### src/rtl/clock_pattern_gen.sv
// clock_pattern_gen
//   Generates a programmable clock pattern (CLK_IN) and a gate value
//   (COND_IN) with one-cycle strobes that feed a downstream clock-maker.
//   CLK_IN is high for len_high cycles and low for len_low cycles.
//   A length of 0 is treated as 1. New lengths go through a one-entry
//   shadow and take effect only at a period boundary. A gate request is
//   held until CLK_IN is low and is then issued glitch-free.
//
// Parameters
//   CNT_W      width of the phase counter and the length fields
//   INIT_HIGH  high-phase length after reset
//   INIT_LOW   low-phase length after reset
//   INIT_GATE  COND_IN value after reset
//
// Ports
//   CLK          clock, rising edge active
//   RST          asynchronous active-high reset
//   RUN          level; enables pattern generation
//   CFG_HIGH     requested high-phase length
//   CFG_LOW      requested low-phase length
//   CFG_EN       config load strobe; taken only while CFG_RDY=1
//   CFG_RDY      config shadow empty
//   GATE_REQ     requested gate value
//   GATE_REQ_EN  gate request strobe
//   CLK_IN       generated clock value
//   CLK_IN_EN    one-cycle pulse on every CLK_IN toggle
//   COND_IN      gate value
//   COND_IN_EN   one-cycle pulse on every gate update
//   BUSY         pattern active (HIGH or LOW phase)
//   EDGE_CNT     rising-toggle count, 32-bit wrapping
//                (present only with CLKGEN_EDGE_COUNT_EN)
//
// Optional feature macro: CLKGEN_EDGE_COUNT_EN

module clock_pattern_gen #(
  parameter int unsigned CNT_W     = 16,
  parameter int unsigned INIT_HIGH = 1,
  parameter int unsigned INIT_LOW  = 1,
  parameter logic        INIT_GATE = 1'b1
) (
  input  logic             CLK,
  input  logic             RST,
  input  logic             RUN,
  input  logic [CNT_W-1:0] CFG_HIGH,
  input  logic [CNT_W-1:0] CFG_LOW,
  input  logic             CFG_EN,
  output logic             CFG_RDY,
  input  logic             GATE_REQ,
  input  logic             GATE_REQ_EN,
  output logic             CLK_IN,
  output logic             CLK_IN_EN,
  output logic             COND_IN,
  output logic             COND_IN_EN,
  output logic             BUSY
`ifdef CLKGEN_EDGE_COUNT_EN
  ,
  output logic [31:0]      EDGE_CNT
`endif
);

  typedef enum logic [1:0] {
    ST_IDLE = 2'd0,
    ST_HIGH = 2'd1,
    ST_LOW  = 2'd2
  } state_t;

  localparam logic [CNT_W-1:0] INIT_HIGH_V = CNT_W'(INIT_HIGH);
  localparam logic [CNT_W-1:0] INIT_LOW_V  = CNT_W'(INIT_LOW);

  // Counter preload for a phase of 'len' cycles; 0 behaves as 1.
  function automatic logic [CNT_W-1:0] phase_load(input logic [CNT_W-1:0] len);
    return (len == '0) ? '0 : (len - CNT_W'(1));
  endfunction

  state_t           state_q, state_d;
  logic [CNT_W-1:0] cnt_q, cnt_d;
  logic [CNT_W-1:0] len_high_q, len_high_d;
  logic [CNT_W-1:0] len_low_q, len_low_d;
  logic [CNT_W-1:0] shd_high_q, shd_high_d;
  logic [CNT_W-1:0] shd_low_q, shd_low_d;
  logic             shd_vld_q, shd_vld_d;
  logic             cfg_rdy_q, cfg_rdy_d;
  logic             clk_in_q, clk_in_d;
  logic             clk_in_en_q, clk_in_en_d;
  logic             cond_in_q, cond_in_d;
  logic             cond_in_en_q, cond_in_en_d;
  logic             gate_pend_q, gate_pend_d;
  logic             gate_val_q, gate_val_d;
  logic             busy_q, busy_d;

  logic             period_start;
  logic             cfg_apply;
  logic             cfg_take;
  logic             gate_issue;
  logic [CNT_W-1:0] eff_high;

  always_comb begin
    state_d      = state_q;
    cnt_d        = cnt_q;
    len_high_d   = len_high_q;
    len_low_d    = len_low_q;
    shd_high_d   = shd_high_q;
    shd_low_d    = shd_low_q;
    shd_vld_d    = shd_vld_q;
    cfg_rdy_d    = cfg_rdy_q;
    clk_in_d     = clk_in_q;
    clk_in_en_d  = 1'b0;
    cond_in_d    = cond_in_q;
    cond_in_en_d = 1'b0;
    gate_pend_d  = gate_pend_q;
    gate_val_d   = gate_val_q;
    period_start = 1'b0;
    cfg_apply    = 1'b0;
    cfg_take     = 1'b0;
    gate_issue   = 1'b0;
    eff_high     = len_high_q;

    case (state_q)
      ST_IDLE: begin
        if (RUN) period_start = 1'b1;
      end
      ST_HIGH: begin
        if (cnt_q == '0) begin
          state_d     = ST_LOW;
          clk_in_d    = 1'b0;
          clk_in_en_d = 1'b1;
          cnt_d       = phase_load(len_low_q);
        end else begin
          cnt_d = cnt_q - CNT_W'(1);
        end
      end
      ST_LOW: begin
        if (cnt_q == '0) begin
          // End of period: either start the next one back-to-back or park.
          if (RUN) period_start = 1'b1;
          else     state_d      = ST_IDLE;
        end else begin
          cnt_d = cnt_q - CNT_W'(1);
        end
      end
      default: begin
        state_d = ST_IDLE;
      end
    endcase

    // A pending shadow lands at a period start, or right away while idle.
    cfg_apply = shd_vld_q && (period_start || (state_q == ST_IDLE));
    if (cfg_apply) begin
      len_high_d = shd_high_q;
      len_low_d  = shd_low_q;
      shd_vld_d  = 1'b0;
      eff_high   = shd_high_q;
    end

    if (period_start) begin
      state_d     = ST_HIGH;
      clk_in_d    = 1'b1;
      clk_in_en_d = 1'b1;
      cnt_d       = phase_load(eff_high);
    end

    // CFG_RDY lags the shadow by one cycle, so it only rises the cycle
    // after the shadow has been applied; a take can never meet an apply.
    cfg_take = CFG_EN && cfg_rdy_q;
    if (cfg_take) begin
      shd_high_d = CFG_HIGH;
      shd_low_d  = CFG_LOW;
      shd_vld_d  = 1'b1;
      cfg_rdy_d  = 1'b0;
    end else begin
      cfg_rdy_d  = !shd_vld_q;
    end

    // Gate changes only while the next CLK_IN value is low, so a rising
    // toggle always wins and the update waits for the next low cycle.
    gate_issue = gate_pend_q && !clk_in_d;
    if (gate_issue && (gate_val_q != cond_in_q)) begin
      cond_in_d    = gate_val_q;
      cond_in_en_d = 1'b1;
    end
    if (GATE_REQ_EN) begin
      gate_pend_d = 1'b1;
      gate_val_d  = GATE_REQ;
    end else if (gate_issue) begin
      gate_pend_d = 1'b0;
    end

    busy_d = (state_d != ST_IDLE);
  end

  always_ff @(posedge CLK or posedge RST) begin
    if (RST) begin
      state_q      <= ST_IDLE;
      cnt_q        <= '0;
      len_high_q   <= INIT_HIGH_V;
      len_low_q    <= INIT_LOW_V;
      shd_high_q   <= '0;
      shd_low_q    <= '0;
      shd_vld_q    <= 1'b0;
      cfg_rdy_q    <= 1'b1;
      clk_in_q     <= 1'b0;
      clk_in_en_q  <= 1'b0;
      cond_in_q    <= INIT_GATE;
      cond_in_en_q <= 1'b0;
      gate_pend_q  <= 1'b0;
      gate_val_q   <= 1'b0;
      busy_q       <= 1'b0;
    end else begin
      state_q      <= state_d;
      cnt_q        <= cnt_d;
      len_high_q   <= len_high_d;
      len_low_q    <= len_low_d;
      shd_high_q   <= shd_high_d;
      shd_low_q    <= shd_low_d;
      shd_vld_q    <= shd_vld_d;
      cfg_rdy_q    <= cfg_rdy_d;
      clk_in_q     <= clk_in_d;
      clk_in_en_q  <= clk_in_en_d;
      cond_in_q    <= cond_in_d;
      cond_in_en_q <= cond_in_en_d;
      gate_pend_q  <= gate_pend_d;
      gate_val_q   <= gate_val_d;
      busy_q       <= busy_d;
    end
  end

  assign CFG_RDY    = cfg_rdy_q;
  assign CLK_IN     = clk_in_q;
  assign CLK_IN_EN  = clk_in_en_q;
  assign COND_IN    = cond_in_q;
  assign COND_IN_EN = cond_in_en_q;
  assign BUSY       = busy_q;

`ifdef CLKGEN_EDGE_COUNT_EN
  logic [31:0] edge_cnt_q, edge_cnt_d;

  // Every period start is a rising toggle of CLK_IN.
  always_comb begin
    edge_cnt_d = edge_cnt_q;
    if (period_start) edge_cnt_d = edge_cnt_q + 32'd1;
  end

  always_ff @(posedge CLK or posedge RST) begin
    if (RST) edge_cnt_q <= '0;
    else     edge_cnt_q <= edge_cnt_d;
  end

  assign EDGE_CNT = edge_cnt_q;
`endif

endmodule
### config.mk
export PLATFORM = sky130hd
export DESIGN_NAME = clock_pattern_gen
export DESIGN_NICKNAME = d
export VERILOG_FILES = /design/src/rtl/clock_pattern_gen.sv
export SDC_FILE = /design/constraint.sdc
export NUM_CORES = 1
export LEC_CHECK = 0
export ABC_AREA = 1
export BUFFER_PORTS_ARGS = -buffer_cell sky130_fd_sc_hd__buf_4
export CORE_ASPECT_RATIO = 0.7
export CORE_MARGIN = 1.5
export CORE_UTILIZATION = 60
export DETAILED_ROUTE_END_ITERATION = 8
export GPL_ROUTABILITY_DRIVEN = 0
export PLACE_DENSITY = 0.8
export SKIP_CTS_REPAIR_TIMING = 1
export SYNTH_ARGS = -nofsm -noshare
export SYNTH_HDL_FRONTEND = slang
export SYNTH_SLANG_ARGS = --single-unit
### constraint.sdc
create_clock -name CLK -period 5 [get_ports CLK]
set_input_delay 0.5 -clock CLK [delete_from_list [all_inputs] [get_ports CLK]]
set_output_delay 0.5 -clock CLK [all_outputs]
set_load 0.005 [all_outputs]
==> out/qor.yml <==
clock_latency_ns: 0.35
cp_top_family: "simple AND/OR/NAND/NOR gates"
yosysSeqAreaShare_pct: 44.42
synth_area_per_cell_um2: 7.691
routed_wl_um: 11420
antenna_found_initial: 0
yosys.area_share.simple_pct: 33.00
synth_fp_nets: 710
path_class: "flip-flop to flip-flop"
vdd_drop_max_v: 0.0002429
arrival_ns: 3.47
worst-path-max-fanout: 48
drive_above_1_share_pct: 16.64
setup-violations-final: 0
worstRegToRegCells: 19
fmax_ghz: 0.3086
dieArea_um2: 9136
cp_cell_sequence: "inv_1, ha_1, nand2_1, nor2_2, nand2_2, nand2_2, nand2_4, nand2_8, nand2_4, nand2_1, nand2_1, ha_1, nand3_4, nor2_8, nand3b_4, nand2_4, inv_2, nand2_1, a21oi_1"
p_per_area_nw_per_um2: 294.1
worst_setup_path_start_kind: "flip-flop"
grt_pass1_vias: 4131
final_cells: 814
wl_per_cell_um: 14.03
n_antenna_cell: 0
status: "finished, final reports clean"
maxSlewHeadroom_pct: 22.14
die_h_um: 80.42
cp.required_ns: 5.23
critPathBufInv: 2
yosys.area_share.xor_xnor_pct: 3.069
final_nets: 746
cts_sinks: 91
rr_startpoint: "cnt_q[0]"
grt_max_degree: 67
crit_path_frequent_cell: "nand2_1"
r2r_setup_slack_ns: 1.76
avgViaCountPerCell: 5.469
synthAdderAreaFrac_pct: 0.9742
total_power_mw: 1.710
firstDrtPassIters: 5
dp_hpwl_um: 8087
clockBufferDepth: 2
min_period_ns: 3.241
die_w_um: 113.6
final_cell_mix: "nand2_1, dfrtp_1, inv_1"
reg2reg_to: "cnt_q[7]"
dpl.cell_count: 798
yosys.area.top_type_share_pct: 42.38
clk_pin_slew_worst_paths_ns: 0.07
yosys_warnings: 0
critPathMaxStageDelay_ns: 0.45
post-route-period-util_pct: 64.81
synthTopCellsByArea: "dfrtp_1, nand2_1, inv_1"
synth_cells: 668
slowest_stage: "nand2_4"
holdCritPathClass: "input pin to asynchronous set/reset pin"
leakage_nw: 3.060
postRouteAntennaNets: 0
drv_cap: 0
synth_area_um2: 5137
layout_commonest_cell: "nand2_1"
cts_tree: "built"
path_depth: 19
synth_cell_types: 43
synth_compound_area_share_pct: 9.864
drc: 0
muxShareOfSynthArea_pct: 0
fin_setup_tns_ns: 0
yosys.area.top_type: "dfrtp_1"
rsz0062_at_grt: "no"
grt-ovfl-total: 0
grtUsageTotal_pct: 27.40
ios: 44
cts_root_buf: "clkbuf_16"
skew_ns: 0.007447
worstSetupEndpointType: "flip-flop"
synth_top_family_by_area: "simple AND/OR/NAND/NOR gates"
drv_slew: 0
final_hold_viol_count: 0
core_um2: 8373
areaGrowthSynthToFinish_pct: 13.15
ctsHtreeMaxLevel: 3
cts-buffers-inserted: 9
drt-initial-drc-count: 375
io_buffers: 43
initial_utilization_pct: 61.36
num_vias: 4452
grt_pass1_wl_um: 19400
tightest_slew_ns: 1.161
row_count: 28
synth-seq-cells: 91
==> worst max path at each step <==
stage | start | endpoint | slack [ns]
after floorplan | RST | BUSY | 2.14
after global placement | cnt_q[0] | cnt_q[8] | 2.01
after detailed placement | cnt_q[0] | cnt_q[0] | 1.81
after CTS | cnt_q[0] | cnt_q[7] | 1.78
after global routing | cnt_q[0] | cnt_q[9] | 1.40
final | cnt_q[0] | cnt_q[7] | 1.76
==> worst reg2reg max path, delay by kind of cell (launching register included) <==
family,cells,cell delay (ns)
buffers and inverters,2,0.18
and+or+nand+nor,14,2.04
DFF,1,0.32
adders and majority gates,2,0.51
AOI/OAI and AO/OA,1,0.06
==> registers in the layout, indices dropped and copies added (netlist names) <==
| name | count |
|---|---|
| CFG_RDY | 1 |
| BUSY | 1 |
| COND_IN | 1 |
| shd_high_q | 16 |
| CLK_IN_EN | 1 |
| state_q | 2 |
| cnt_q | 16 |
| len_low_q | 16 |
| COND_IN_EN | 1 |
| shd_vld_q | 1 |
| gate_pend_q | 1 |
| gate_val_q | 1 |
| shd_low_q | 16 |
| len_high_q | 16 |
| CLK_IN | 1 |
==> synth_stat cells <==
library cell,n
nor2_8,1
nand4_1,9
nand3_1,44
o21a_1,3
inv_2,3
nor3_1,4
buf_2,1
ha_1,4
xnor2_1,4
dfrtp_1,87
buf_8,1
nand2_1,168
nand3b_1,2
xor2_1,14
o21ai_0,59
o22ai_1,1
buf_1,1
clkinv_2,1
a21oi_1,21
nand3_4,1
nor2_1,71
nand2_8,1
buf_6,2
a22oi_1,1
a31oi_1,3
nand2_4,14
o21ai_1,1
or2_2,2
dfstp_2,4
o21bai_1,1
a21o_1,1
nor2_2,6
nand2_2,14
nor4_1,2
clkinv_1,1
nor4_2,1
o221ai_1,1
nor2_4,7
clkbuf_1,14
o31ai_1,3
inv_1,87
nand3_2,1
nand3b_4,1
==> final cells by class <==
cell class / count / area (um2)
timing repair buffer: 44 / 330.3
tap: 105 / 131.4
multi-input combinational: 466 / 2410
clock buffer: 10 / 239.0
clock inverter: 6 / 72.57
sequential: 91 / 2282
fill: 697 / 2560
inverter: 92 / 347.8
==> power by group <==
part / total [mW] / switching, mW / internal [mW] / leakage [nW]
sequential: 0.861 / 0.0380 / 0.823 / 1.16
combinational: 0.137 / 0.0805 / 0.0565 / 1.75
clock: 0.711 / 0.304 / 0.407 / 0.155
total: 1.71 / 0.423 / 1.29 / 3.06
==> per-layer routing <==
layer | vias to the layer above | GRT usage (%) | part of all wire [%]
li1 | 2186 | - | -
met1 | 2094 | 39.32 | 48
met2 | 152 | 40.72 | 43
met3 | 20 | 7.019 | 7.2
met4 | 0 | 8.625 | 1.7
met5 | - | 0 | 0
==> stage by stage <==
stage	instance area, um2	hold slack, ns	setup WS [ns]	utilization (%)
finish	5813	0.1337	1.759	69.43
global route	5813	0.1734	1.401	69.43
CTS	5813	0.1468	1.780	69.43
detailed placement	5502	0.4699	1.813	65.71
global placement	5502	0.4639	2.007	65.71
floorplan	5137	0.4495	2.143	-
==> kinds of logic after synthesis <==
| family | after synthesis |
|---|---|
| and+or+nand+nor | 349 |
| AOI/OAI and AO/OA | 95 |
| xor gates and xnor gates | 18 |
| DFF | 91 |
| adders and majority gates | 4 |
| buffers and inverters | 111 |
Note: power is estimated with default switching activity, not from simulation.
